$ cat src/rtl/modulo_estoque_rolhas.sv
// Cork-stock controller: live count, hysteresis low-stock flag and
// a dispenser refill FSM that tops the stock up by a bounded batch.
module modulo_estoque_rolhas #(
    parameter int WIDTH        = 5,
    parameter int CAPACITY     = 20,
    parameter int MIN_LEVEL    = 5,
    parameter int HYST         = 2,
    parameter int REFILL_BATCH = 15
) (
    input  logic             clk,
    input  logic             reset,
    input  logic             auto_en,
    input  logic             consume,
    input  logic             refill_valid,
    output logic [WIDTH-1:0] stock,
    output logic             min_signal,
    output logic             empty,
    output logic             full,
    output logic             refill_req,
    output logic             consume_ok,
    output logic             underflow
);

    localparam logic [WIDTH-1:0] ONE     = WIDTH'(1);
    localparam logic [WIDTH-1:0] CAP_W   = WIDTH'(CAPACITY);
    localparam logic [WIDTH-1:0] LOW_W   = WIDTH'(MIN_LEVEL);
    localparam logic [WIDTH-1:0] HIGH_W  = WIDTH'(MIN_LEVEL + HYST);
    localparam logic [WIDTH-1:0] BATCH_W = WIDTH'(REFILL_BATCH);

    typedef enum logic {
        IDLE = 1'b0,
        FILL = 1'b1
    } state_t;

    state_t           state_q, state_d;
    logic [WIDTH-1:0] stock_q, stock_d;
    logic [WIDTH-1:0] batch_q, batch_d;
    logic             min_q, min_d;
    logic             cok_q, cok_d;
    logic             uf_q, uf_d;
    logic             cons_acc;
    logic             ref_acc;

    always_comb begin
        cons_acc = consume && (stock_q != '0);
        ref_acc  = (state_q == FILL) && refill_valid &&
                   (stock_q < CAP_W) && (batch_q < BATCH_W);

        stock_d = stock_q;
        batch_d = batch_q;
        state_d = state_q;
        min_d   = min_q;
        cok_d   = cons_acc;
        uf_d    = uf_q | (consume && (stock_q == '0));

        if (cons_acc && !ref_acc) begin
            stock_d = stock_q - ONE;
        end else if (ref_acc && !cons_acc) begin
            stock_d = stock_q + ONE;
        end

        if (ref_acc) begin
            batch_d = batch_q + ONE;
        end

        unique case (state_q)
            IDLE: begin
                if (auto_en && min_q) begin
                    state_d = FILL;
                end
            end
            FILL: begin
                if (!auto_en) begin
                    state_d = IDLE;
                end else if (ref_acc &&
                             (batch_d == BATCH_W || stock_d == CAP_W)) begin
                    state_d = IDLE;
                end
            end
            default: state_d = IDLE;
        endcase

        // Batch count restarts for every refill episode.
        if (state_d == IDLE) begin
            batch_d = '0;
        end

        if (stock_d <= LOW_W) begin
            min_d = 1'b1;
        end else if (stock_d > HIGH_W) begin
            min_d = 1'b0;
        end
    end

    always_ff @(posedge clk) begin
        if (reset) begin
            state_q <= IDLE;
            stock_q <= '0;
            batch_q <= '0;
            min_q   <= 1'b1;
            cok_q   <= 1'b0;
            uf_q    <= 1'b0;
        end else begin
            state_q <= state_d;
            stock_q <= stock_d;
            batch_q <= batch_d;
            min_q   <= min_d;
            cok_q   <= cok_d;
            uf_q    <= uf_d;
        end
    end

    assign stock      = stock_q;
    assign min_signal = min_q;
    assign empty      = (stock_q == '0);
    assign full       = (stock_q == CAP_W);
    assign refill_req = (state_q == FILL);
    assign consume_ok = cok_q;
    assign underflow  = uf_q;

endmodule

$ cat config.mk
export PLATFORM = sky130hd
export DESIGN_NAME = modulo_estoque_rolhas
export DESIGN_NICKNAME = d
export VERILOG_FILES = /design/src/rtl/modulo_estoque_rolhas.sv
export SDC_FILE = /design/constraint.sdc
export NUM_CORES = 1
export LEC_CHECK = 0
export ABC_AREA = 0
export CAP_MARGIN = 5
export CORE_MARGIN = 4
export CORE_UTILIZATION = 45
export DETAILED_ROUTE_END_ITERATION = 8
export PLACE_DENSITY = 0.73
export SYNTH_ARGS = -nofsm -noshare
export SYNTH_HDL_FRONTEND = slang
export SYNTH_SLANG_ARGS = --single-unit
$ cat constraint.sdc
create_clock -name clk -period 2.5 [get_ports clk]
set_clock_uncertainty 0.05 [all_clocks]
set_input_delay 0.75 -clock clk [delete_from_list [all_inputs] [get_ports clk]]
set_output_delay 0.75 -clock clk [all_outputs]
set_load 0.05 [all_outputs]
==> impl_metrics.env <==
export IMPL_outcome="complete, but fails checks"
export IMPL_violations="negative setup slack"
export IMPL_worst_r2r_endpoint="batch_q[0]$_SDFF_PP0_"
export IMPL_worstSetupStartpointType="input pin"
export IMPL_grt_use_total=0.2061
export IMPL_ctsHoldBuffers=0
export IMPL_pwr_density_cell_nw_per_um2=1163
export IMPL_synth_edff_count=0
export IMPL_core_um2=1764
export IMPL_netlist_instances=96
export IMPL_synth_seq_area_share=0.3275
export IMPL_portBuffers=15
export IMPL_syn_num_nets=105
export IMPL_post_route_period_util=1.041
export IMPL_clk_path_buf_depth=2
export IMPL_start_util=0.4851
export IMPL_hp_class="register to register"
export IMPL_synth_top_area_frac=0.3275
export IMPL_cts_htree_levels=1
export IMPL_drive_above_1_share=0.4236
export IMPL_synth_top_cell_by_area="dfxtp_1"
export IMPL_ios=16
export IMPL_wl_per_cell_um=15.05
export IMPL_criticalPathCategory="input pin to register"
export IMPL_syn_area_um2=855.8
export IMPL_dieArea_um2=2664
export IMPL_hpwlAfterDp_mm=1.836
export IMPL_ant_nets=0
export IMPL_slowest_stage="clkdlybuf4s50_1"
export IMPL_cap_violations=0
export IMPL_grt_pass1_vias=901
export IMPL_min_period_ns=2.602
export IMPL_r2r_setup_slack_ns=-0.08
export IMPL_timing_final_hold_violations=0
export IMPL_syn_avg_cell_area_um2=8.915
export IMPL_fin_cells=169
export IMPL_area_delta_synth_final_pct=60.96
export IMPL_dpl_cell_area_um2=1241
export IMPL_clk_latency_ns=0.29
export IMPL_endpoint="batch_q[2]$_SDFF_PP0_"
export IMPL_die_w_um=51.61
export IMPL_antenna_found_initial=0
export IMPL_setup_violations=6
export IMPL_relSlewSlack=0.6073
export IMPL_ir_worst_vdd_mv=0.7487
export IMPL_synthTopCellsByArea="dfxtp_1 (33%), ha_1 (5.8%), nor2_1 (4.4%), a21oi_1 (4.1%), mux2i_1 (3.5%)"
export IMPL_vias_per_cell=5.574
export IMPL_num_antenna_cells=0
export IMPL_cts_sinks=14
export IMPL_grt_max_degree=9
export IMPL_ys_warn_count=0
export IMPL_finalInstanceArea_um2=1378
export IMPL_drc=0
export IMPL_dp_cells=158
export IMPL_grt_first_pass_wirelength_mm=4.091
export IMPL_synthDistinctLibCells=40
export IMPL_grt_overflow=0
export IMPL_worst_pin_slew_ns=0.5865
export IMPL_cp_max_fo=6
export IMPL_finalNetCount=154
export IMPL_via_count=942
export IMPL_firstDrtPassIters=4
export IMPL_path_clk_slew_ns=0.09
export IMPL_post_route_util=0.7809
export IMPL_numCtsBuffers=3
export IMPL_worstPathRequired_ns=2.66
export IMPL_fin_ws_ns=-0.1019
export IMPL_rsz0062_at_grt="true"
export IMPL_totalWireLength_mm=2.544
export IMPL_gp_congestion=0.8610
export IMPL_fmax_mhz=384.3
export IMPL_slew_viol_final=0
export IMPL_r2r_start="stock[0]$_SDFF_PP0_"
export IMPL_drt_iter0_markers=23
export IMPL_cp_end_kind="register"
export IMPL_p_leak_nw=0.5546
export IMPL_ys_seq_elements=14
export IMPL_synth_main_ff_cell="dfxtp_1"
export IMPL_row_count=15
export IMPL_r2r_cells=10
export IMPL_crit_top_cell="buf_4"
export IMPL_worstPathCellList="clkdlybuf4s50_1 -> buf_4 -> nor2b_2 -> nand3_1 -> mux2i_2 -> xor2_1 -> buf_4 -> a41oi_4 -> nand3b_1 -> a31oi_1"
export IMPL_cts_tree="built"
export IMPL_dieHeight_um=51.61
export IMPL_async_flop_share=0
export IMPL_fin_setup_tns_ns=-0.2832
export IMPL_critPathMaxStageDelay_ns=0.47
export IMPL_ctsRootBufferMaster="clkbuf_4"
export IMPL_crit_start="consume"
export IMPL_crit_arrival_ns=2.76
## layout by cell type (no fill, tap or decap), types with 2 or more instances in the layout
master	instances
buf_4	28
clkdlybuf4s50_1	12
nor2_1	10
dfxtp_1	9
inv_1	5
a21oi_1	5
nand3_1	3
nand3b_1	3
nand2_1	3
nor3_1	3
ha_1	3
clkbuf_4	3
buf_6	3
dfxtp_2	3
inv_4	2
mux2i_2	2
nand4b_1	2
o211ai_1	2
xor2_1	2
nand4_1	2
a21oi_2	2
and2_1	2
dfxtp_4	2
## final cells by class
cell class / count / area [um2]
fill: 133 / 386.6
tap: 25 / 31.28
sequential: 14 / 291.5
multi-input combinational: 73 / 590.6
timing repair buffer: 45 / 392.9
inverter: 8 / 35.03
clock buffer: 4 / 36.28
## critical path: cells and delay by family
family / cells / cell delay, ns
compound gates: 2 / 0.52
mux: 1 / 0.20
buf+inv: 3 / 0.80
xor+xnor: 1 / 0.11
simple gates: 3 / 0.36
## timing repair
action	CTS	global route
cloned	0	0
resized for setup	7	7
buffers inserted	4	3
pin swaps	11	6
endpoints found under the setup margin	8	7
## where the power goes
| group | internal (mW) | switching [mW] | leakage (nW) |
|---|---|---|---|
| registers | 0.279 | 0.0299 | 0.117 |
| clock network | 0.0887 | 0.0805 | 0.0210 |
| logic | 0.523 | 0.601 | 0.417 |
| total | 0.891 | 0.711 | 0.555 |
## metal layers
metal  up-vias  wire [um]  global-route usage
met5         -          0                   0
met4         0         28             0.07860
met3         4        101             0.01719
met2        37       1305              0.3729
met1       441       1108              0.2504
li1        460          -                   -
## state kept, by name, summed over array words and instances (netlist names)
| register | count |
|---|---|
| batch_q | 5 |
| stock | 5 |
| consume_ok | 1 |
| min_signal | 1 |
| refill_req | 1 |
| underflow | 1 |
## cell families after synthesis
kind of cell	after synthesis	share of synthesized area
AND/OR/NAND/NOR	37	0.2486
AO/OA/AOI/OAI	24	0.2295
flip-flops	14	0.3275
buffers and inverters	9	0.04093
XOR/XNOR	5	0.05995
adder cells (fa/ha/maj)	4	0.05848
multiplexers	3	0.03509
## worst min-delay path by stage
| stage | from | to | slack (ns) | depth (start not counted) |
|---|---|---|---|---|
| 2_1_floorplan | batch_q[1]$_SDFF_PP0_ | batch_q[1]$_SDFF_PP0_ | 0.41 | 2 |
| 3_3_place_gp | underflow$_SDFF_PP0_ | underflow$_SDFF_PP0_ | 0.41 | 2 |
| 3_5_place_dp | underflow$_SDFF_PP0_ | underflow$_SDFF_PP0_ | 0.43 | 2 |
| 4_1_cts | batch_q[1]$_SDFF_PP0_ | batch_q[1]$_SDFF_PP0_ | 0.45 | 2 |
| 5_1_grt | underflow$_SDFF_PP0_ | underflow$_SDFF_PP0_ | 0.49 | 2 |
| 6_report | underflow$_SDFF_PP0_ | underflow$_SDFF_PP0_ | 0.45 | 2 |
## synth_stat cells (all sizes together) (2+ instances only)
cell type and n:
inv 8, nand3 4, nand3b 3, a41oi 2
ha 4, xnor2 2, nand2 3, dfxtp 14
nand4b 2, a211oi 2, a21oi 7, o211ai 2
o21ai 3, mux2i 3, nand4 2, nor3 4
xor2 3, and2 2, nor2 10
## stage by stage
stage / worst slack, ns / hold slack, ns / power [mW]
floorplan: -0.07266 / 0.4078 / 0.9079
global placement: -0.3486 / 0.4091 / 1.305
detailed placement: -0.4075 / 0.4286 / 1.313
CTS: -0.05186 / 0.4472 / 1.563
global route: -0.2062 / 0.4921 / 1.694
finish: -0.1019 / 0.4502 / 1.602
Power figures use the tool's default switching activity.
